[src/rtl/decoder_razor_ctrl.sv]
// Iteration and Razor-recovery controller for the parallel turbo decoder array.
// Loads a frame, runs a programmed number of half-iterations and stalls the array on section errors.
module decoder_razor_ctrl #(
    parameter int NumSections   = 8,
    parameter int IterW         = 6,
    parameter int RecoverCycles = 1,
    parameter int MaxRetry      = 4
) (
    input  logic                   Clock,
    input  logic                   nReset,
    input  logic                   Start,
    input  logic [IterW-1:0]       NumIter,
    input  logic [NumSections-1:0] Error_Section,
    output logic                   Load,
    output logic                   Enable,
    output logic                   Replay,
    output logic                   Phase,
    output logic                   Busy,
    output logic                   Done,
    output logic                   Fail,
    output logic [7:0]             ErrorCount,
    output logic [2:0]             dbg_state
);

    // Handshake: Start is a level request accepted only in IDLE; Done is a
    // one-cycle completion strobe; Enable/Replay are same-cycle gates that
    // react to Error_Section combinationally while in RUN.

    localparam int CW = $clog2(MaxRetry + 1);
    localparam int RW = (RecoverCycles > 2) ? $clog2(RecoverCycles) : 1;
    localparam logic [CW-1:0] MaxRetryC = CW'(MaxRetry);
    localparam logic [RW-1:0] RecLoad   = RW'((RecoverCycles > 1) ? RecoverCycles - 2 : 0);

    typedef enum logic [2:0] {
        IDLE    = 3'd0,
        LOAD    = 3'd1,
        RUN     = 3'd2,
        RECOVER = 3'd3,
        DONE    = 3'd4
    } state_t;

    state_t           state;
    logic [IterW-1:0] iter_target;
    logic [IterW-1:0] half_iter;
    logic [CW-1:0]    consec_err;
    logic [RW-1:0]    rec_cnt;
    logic             err_any;

    assign err_any   = |Error_Section;
    assign dbg_state = state;

    // The stall must take effect in the very cycle the error is flagged.
    assign Enable = (state == RUN) && !err_any;
    assign Replay = (state == RUN) && err_any;

    always_ff @(posedge Clock or negedge nReset) begin
        if (!nReset) begin
            state       <= IDLE;
            iter_target <= '0;
            half_iter   <= '0;
            consec_err  <= '0;
            rec_cnt     <= '0;
            Phase       <= 1'b0;
            Fail        <= 1'b0;
            ErrorCount  <= 8'd0;
            Load        <= 1'b0;
            Busy        <= 1'b0;
            Done        <= 1'b0;
        end else begin
            Load <= 1'b0;
            Done <= 1'b0;
            case (state)
                IDLE: begin
                    if (Start) begin
                        iter_target <= NumIter;
                        Fail        <= 1'b0;
                        ErrorCount  <= 8'd0;
                        half_iter   <= '0;
                        consec_err  <= '0;
                        Phase       <= 1'b0;
                        Load        <= 1'b1;
                        Busy        <= 1'b1;
                        state       <= LOAD;
                    end
                end
                LOAD: begin
                    if (iter_target == '0) begin
                        Done  <= 1'b1;
                        Busy  <= 1'b0;
                        state <= DONE;
                    end else begin
                        state <= RUN;
                    end
                end
                RUN: begin
                    if (!err_any) begin
                        half_iter  <= half_iter + 1'b1;
                        Phase      <= ~Phase;
                        consec_err <= '0;
                        if (half_iter + 1'b1 == iter_target) begin
                            Done  <= 1'b1;
                            Busy  <= 1'b0;
                            state <= DONE;
                        end
                    end else begin
                        if (ErrorCount != 8'hFF) begin
                            ErrorCount <= ErrorCount + 8'd1;
                        end
                        consec_err <= consec_err + 1'b1;
                        if (consec_err + 1'b1 == MaxRetryC) begin
                            Fail  <= 1'b1;
                            Done  <= 1'b1;
                            Busy  <= 1'b0;
                            state <= DONE;
                        end else if (RecoverCycles > 1) begin
                            rec_cnt <= RecLoad;
                            state   <= RECOVER;
                        end
                    end
                end
                RECOVER: begin
                    // Errors seen while already stalled are not counted.
                    if (rec_cnt == '0) begin
                        state <= RUN;
                    end else begin
                        rec_cnt <= rec_cnt - 1'b1;
                    end
                end
                DONE: begin
                    state <= IDLE;
                end
                default: begin
                    Busy  <= 1'b0;
                    state <= IDLE;
                end
            endcase
        end
    end

endmodule

[config.mk]
export PLATFORM = sky130hd
export DESIGN_NAME = decoder_razor_ctrl
export DESIGN_NICKNAME = d
export VERILOG_FILES = /design/src/rtl/decoder_razor_ctrl.sv
export SDC_FILE = /design/constraint.sdc
export NUM_CORES = 1
export LEC_CHECK = 0
export ABC_AREA = 0
export CAP_MARGIN = 20
export CORE_AREA = 2 2 42 83
export CTS_CLUSTER_SIZE = 14
export DETAILED_ROUTE_END_ITERATION = 8
export DIE_AREA = 0 0 44 85
export PLACE_DENSITY_LB_ADDON = 0.15
export SLEW_MARGIN = 20
export SYNTH_ARGS = -nofsm -noshare
export SYNTH_HDL_FRONTEND = slang
export SYNTH_SLANG_ARGS = --single-unit
[constraint.sdc]
create_clock -name Clock -period 2.69 [get_ports Clock]
set_clock_uncertainty 0.15 [all_clocks]
set_input_delay 0.4035 -clock Clock [delete_from_list [all_inputs] [get_ports Clock]]
set_output_delay 0.4035 -clock Clock [all_outputs]
set_load 0.02 [all_outputs]
==> results.sh, run 1 <==
export IMPL_top_usage_layer="met2"
export IMPL_antenna_left=0
export IMPL_synth_cell_type_count=37
export IMPL_cts_buffer_depth=2
export IMPL_diodes=0
export IMPL_area_delta_synth_final_pct=31.0
export IMPL_use_met1_pct=23.9
export IMPL_place_hpwl_um=2920
export IMPL_cts_sinks=31
export IMPL_use_met3_pct=5.11
export IMPL_synth_seq_cells=31
export IMPL_internal_power_mw=1.14
export IMPL_setup_worst_path_class="flip-flop to output pin"
export IMPL_setup_viol=0
export IMPL_multi_input_area_um2=777
export IMPL_p_leak_nw=0.942
export IMPL_synth_nets=183
export IMPL_track_usage_pct=23.8
export IMPL_gr_total_overflow=0
export IMPL_cp_required_ns=2.14
export IMPL_port_buffers=34
export IMPL_htreeDepth=2
export IMPL_ios=35
export IMPL_synthFlopType="dfrtp_1"
export IMPL_antenna_found_initial=0
export IMPL_tightest_slew_ns=0.510
export IMPL_synth_edff_count=0
export IMPL_grt_pass1_vias=1431
export IMPL_vdd_drop_max_mv=0.593
export IMPL_p_per_area_mw_per_mm2=902
export IMPL_hold_path_class="flip-flop to flip-flop"
export IMPL_initial_utilization_pct=50.7
export IMPL_fin_nets=227
export IMPL_maxCapViolCount=0
export IMPL_first_pass_iters=4
export IMPL_cts_root_buf="clkbuf_8"
export IMPL_dr_total_vias=1363
export IMPL_dpl_cell_count=230
export IMPL_wl_per_cell_um=16.1
export IMPL_gp_congestion=0.869
export IMPL_yosys_warnings=0
export IMPL_fin_cells=236
export IMPL_dieHeight_um=85
export IMPL_synthCells=162
export IMPL_synth_area_mm2=0.00158
export IMPL_cts_tree="done"
export IMPL_max_freq_mhz=390
export IMPL_cts_buffers=5
export IMPL_cp_start_kind="flip-flop"
export IMPL_min_period_over_period_pct=95.3
export IMPL_clock_power_share_pct=17.8
export IMPL_dieArea_mm2=0.00374
export IMPL_slew_violations=0
export IMPL_postLayoutCellArea_mm2=0.00207
export IMPL_async_reset_ff_share_pct=100
export IMPL_wl_um=3800
export IMPL_rows=29
export IMPL_met2_usage_pct=43.3
export IMPL_critPathMaxFanout=5
export IMPL_core_area_mm2=0.00312
export IMPL_fin_total_pwr_mw=1.87
export IMPL_vias_per_cell=5.78
export IMPL_ys_seq_area_share_pct=49.1
export IMPL_slew_headroom_pct=65.9
export IMPL_cp_end_kind="output pin"
export IMPL_grt_first_pass_wirelength_um=6470
export IMPL_seqPwrFrac_pct=39.4
export IMPL_final_min_clock_period_ns=2.56
export IMPL_p_switching_mw=0.727
export IMPL_drive_above_1_share_pct=8.78
export IMPL_clk_pin_slew_ns=0.06
export IMPL_hold_viol_final=0
export IMPL_synth_avg_cell_area_um2=9.76
export IMPL_arrival_ns=2.01
export IMPL_insertion_delay_ns=0.28
export IMPL_die_w_um=44
export IMPL_switching_share_pct=38.9
export IMPL_fillers=262
export IMPL_status="completed"
export IMPL_drt_initial_drc_count=24
export IMPL_post_route_util_pct=66.4
export IMPL_seqCellArea_um2=776
export IMPL_rsz0062_at_grt="false"
export IMPL_tns_ns=0
export IMPL_place_area_mm2=0.00199
export IMPL_combPwrFrac_pct=42.7
export IMPL_grt_max_degree=32
export IMPL_drc=0
[synthesized netlist by cell type (2+ instances only)]
| cell type | n | area share, % |
|---|---|---|
| nand4_1 | 2 | 0.79 |
| xor2_1 | 4 | 2.2 |
| xnor2_1 | 10 | 5.5 |
| inv_1 | 5 | 1.2 |
| nor3b_1 | 2 | 0.95 |
| nor4_1 | 3 | 1.2 |
| and2_1 | 2 | 0.79 |
| mux2i_1 | 3 | 1.9 |
| o21ai_0 | 12 | 3.8 |
| nand3_1 | 11 | 3.5 |
| a221o_1 | 2 | 1.3 |
| o31ai_1 | 2 | 0.95 |
| nand3b_1 | 2 | 0.95 |
| ha_1 | 4 | 3.2 |
| nor2_1 | 11 | 2.6 |
| nand2_1 | 34 | 8.1 |
| dfrtp_1 | 31 | 49 |
| nor2b_1 | 2 | 0.79 |
| a22o_1 | 2 | 1.1 |
[cells in the final DEF, fill, tap and decap left out, types with 2 or more instances in the layout]
cell type,n
ha_1,4
inv_1,5
mux2i_1,3
nand3_1,11
dfrtp_1,31
a221o_1,2
o21ai_0,12
nand4_1,2
o31ai_1,2
nand2_1,34
nor4_2,3
nor2_1,11
a22o_1,2
clkbuf_8,5
xor2_1,4
clkdlybuf4s50_1,34
and2_1,2
nor2b_1,2
xnor2_1,10
nand3b_1,2
nor3b_1,2
buf_4,6
[registers in the layout, indices dropped and copies added, names as in the netlist]
register     cells
Busy             1
Done             1
consec_err       3
iter_target      6
Fail             1
Phase            1
dbg_state        3
Load             1
ErrorCount       8
half_iter        6
[final timing paths]
path                       cells past startpoint  slack (ns)              to    startpoint
max reg2reg                                    5        0.66            Busy  half_iter[0]
max in group asynchronous                      2        1.71  iter_target[1]        nReset
min                                            1        0.34            Fail          Fail
min in group asynchronous                      2        0.38            Done        nReset
min reg2reg                                    1        0.34            Fail          Fail
max                                            4        0.13          Replay  dbg_state[2]
[critical path, stage by stage (launching register included)]
cell             delay, ns
dfrtp_1               0.44
nor3b_4               0.29
a21bo_1               0.26
inv_1                 0.12
clkdlybuf4s50_1       0.62
[power by group through the flow]
stage | combinational (mW) | clock [mW] | sequential, mW
CTS | 0.808 | 0.339 | 0.739
detailed placement | 0.803 | 0 | 0.746
global route | 0.878 | 0.357 | 0.759
finish | 0.799 | 0.333 | 0.737
floorplan | 0.447 | 0 | 0.790
global placement | 0.777 | 0 | 0.737
[layout make-up]
class | instances | area share (%)
inverters | 6 | 1.09
multi-input cells | 122 | 37.5
clock buffers | 6 | 3.50
repair buffers | 40 | 18.6
well taps | 31 | 1.87
flip-flops and latches | 31 | 37.4
[kinds of logic after synthesis]
family                   Yosys count  synth area share (%)
AO/OA/AOI/OAI                     25                  10.8
XOR/XNOR                          14                  7.75
adder cells (fa/ha/maj)            4                  3.16
buffers and inverters              9                  2.61
flip-flops                        31                  49.1
multiplexers                       3                  1.90
AND/OR/NAND/NOR                   76                  24.7
[per-layer routing]
| layer | vias to the layer above | share of wire, % |
|---|---|---|
| met2 | 37 | 57 |
| met1 | 669 | 36 |
| met5 | - | 0 |
| met3 | 11 | 3.7 |
| met4 | 0 | 3.1 |
| li1 | 646 | - |
[metrics by stage]
stage	setup WS [ns]	hold WS, ns
6_report	0.128	0.341
5_1_grt	0.0562	0.366
4_1_cts	0.0745	0.341
3_5_place_dp	0.0662	0.319
3_3_place_gp	0.169	0.319
2_1_floorplan	0.812	-0.0421
[what timing repair did]
action / CTS / global route
buffers inserted: 0 / 0
hold buffers: 0 / 0
gates resized for setup: 0 / 2
endpoints found under the setup margin: 0 / 1
(Power assumes the default switching activity.)
==> run 2: changes to the inputs <==
CORE_AREA = 2 2 48 94   (was 2 2 42 83)
DIE_AREA = 0 0 50 96   (was 0 0 44 85)
==> run 2 against run 1 <==
Critical path depth grew 1. Fmax grew 3.1%. Combinational power hardly changed. Sequential power is essentially flat. Final area up 4.3%. Wire length shrank 2.7%. Worst hold slack gained 0.0073 ns. Setup slack better by 0.078 ns. Core utilization is 14 points lower. Via count fell by 4.3%. Flip-flop and latch count unchanged. Critical path type is now input port to output pin. Largest cell class unchanged. Highest routed layer unchanged.
==> results.sh, run 2 (synthesized netlist as in run 1, its figures left out) <==
export IMPL_cp_end_kind="output pin"
export IMPL_cts_buffers=5
export IMPL_hold_viol_final=0
export IMPL_initial_utilization_pct=38.7
export IMPL_postCtsSetupBuffers=0
export IMPL_grt_first_pass_wirelength_um=6290
export IMPL_slew_violations=0
export IMPL_drc=0
export IMPL_vias_per_cell=5.03
export IMPL_drive_above_1_share_pct=10.1
export IMPL_arrival_ns=1.93
export IMPL_drt_initial_drc_count=26
export IMPL_fin_nets=227
export IMPL_place_hpwl_um=2830
export IMPL_cp_start_kind="input port"
export IMPL_tns_ns=0
export IMPL_max_freq_mhz=403
export IMPL_port_buffers=34
export IMPL_setup_worst_path_class="input port to output pin"
export IMPL_htreeDepth=2
export IMPL_cts_sinks=31
export IMPL_cts_tree="done"
export IMPL_layout_common_cells="nand2_1, clkdlybuf4s50_1, dfrtp_1, o21ai_0"
export IMPL_r2r_cells=5
export IMPL_postLayoutCellArea_mm2=0.00216
export IMPL_p_leak_nw=0.969
export IMPL_area_delta_synth_final_pct=36.7
export IMPL_setup_viol=0
export IMPL_insertion_delay_ns=0.29
export IMPL_crit_slowest_cell="clkdlybuf4s50_1"
export IMPL_reg_top3="ErrorCount: 8 flops, half_iter: 6 flops, iter_target: 6 flops"
export IMPL_dieHeight_um=96
export IMPL_vdd_drop_max_mv=0.641
export IMPL_gp_congestion=0.832
export IMPL_rows=33
export IMPL_dieArea_mm2=0.00480
export IMPL_min_period_over_period_pct=92.3
export IMPL_worstPathCellList="clkdlybuf4s50_1, nor4_2, nand3_1, clkinv_1, clkdlybuf4s50_1"
export IMPL_track_usage_pct=17.7
export IMPL_first_pass_iters=4
export IMPL_cts_buffer_depth=2
export IMPL_grt_pass1_vias=1376
export IMPL_status="completed"
export IMPL_antenna_found_initial=0
export IMPL_top_register="ErrorCount"
export IMPL_rsz0062_at_grt="false"
export IMPL_setup_ws_ns=0.206
export IMPL_place_area_mm2=0.00201
export IMPL_ios=35
export IMPL_final_min_clock_period_ns=2.48
export IMPL_crit_path_frequent_cell="clkdlybuf4s50_1"
export IMPL_p_per_area_mw_per_mm2=969
export IMPL_grt_max_degree=32
export IMPL_largest_reg_flops=8
export IMPL_hold_path_class="input port to async pin"
export IMPL_cp_required_ns=2.14
export IMPL_wl_um=3700
export IMPL_cts_root_buf="clkbuf_8"
export IMPL_tightest_slew_ns=0.500
export IMPL_slew_headroom_pct=66.5
export IMPL_critPathMaxStageDelay_ns=0.59
export IMPL_gr_total_overflow=0
export IMPL_die_w_um=50
export IMPL_core_area_mm2=0.00409
export IMPL_antenna_left=0
export IMPL_diodes=0
export IMPL_hold_buffers=0
export IMPL_critPathMaxFanout=2
export IMPL_maxCapViolCount=0
export IMPL_dpl_worst_slack_ns=0.134
export IMPL_wl_per_cell_um=14.3
export IMPL_clk_pin_slew_ns=0.07
export IMPL_dr_total_vias=1304
==> run 2: changes by cell type in the layout (fill, tap and decap cells not counted), sizes merged <==
cell	delta
bufinv	+2
clkbuf	-1
clkinvlp	+1
==> run 2: what timing repair did <==
| item | 4_1_cts | 5_1_grt |
|---|---|---|
| gates resized for setup | 0 | 2 |
| endpoints found under the hold margin | 0 | 0 |
| endpoints found under the setup margin | 0 | 2 |
==> run 2: final cells by class <==
cell class,count,area (um2)
clock buffers,5,68.8
multi-input cells,122,777
flip-flops and latches,31,776
repair buffers,40,385
clock inverters,3,67.6
well taps,52,65.1
fillers,364,1930
inverters,6,22.5
==> run 2: power breakdown <==
group,switching (mW),leakage (nW),internal [mW]
registers,0.142,0.409,0.596
clock network,0.190,0.0644,0.369
logic,0.419,0.495,0.378
total,0.752,0.969,1.34
==> run 2: final timing paths <==
path | end | slack (ns) | from
setup / recovery | Enable | 0.21 | Error_Section[5]
hold / removal | consec_err[2] | 0.35 | nReset
setup reg to reg | Busy | 0.65 | half_iter[0]
hold reg to reg | Fail | 0.36 | Fail
max in group asynchronous | half_iter[1] | 1.74 | nReset
min in group Clock | Fail | 0.36 | Fail
==> run 2: per-layer routing <==
layer	GRT usage, %	wire (um)
met5	0	0
met3	3.42	129
met2	33.3	2020
met1	17.2	1430
met4	10.4	110
==> run 2: stage by stage <==
stage	utilization [%]	hold slack, ns	total power, mW	cells
4_1_cts	52.6	0.355	2.12	259
6_report	52.9	0.348	2.10	259
3_5_place_dp	49.3	0.335	1.55	251
3_3_place_gp	49.3	0.327	1.54	251
5_1_grt	52.9	0.362	2.24	259
2_1_floorplan	-	-0.0421	1.24	162
==> run 2: critical path: cells and delay by family <==
family                 cells  cell delay, ns
AND/OR/NAND/NOR            2            0.45
buffers and inverters      3            1.08
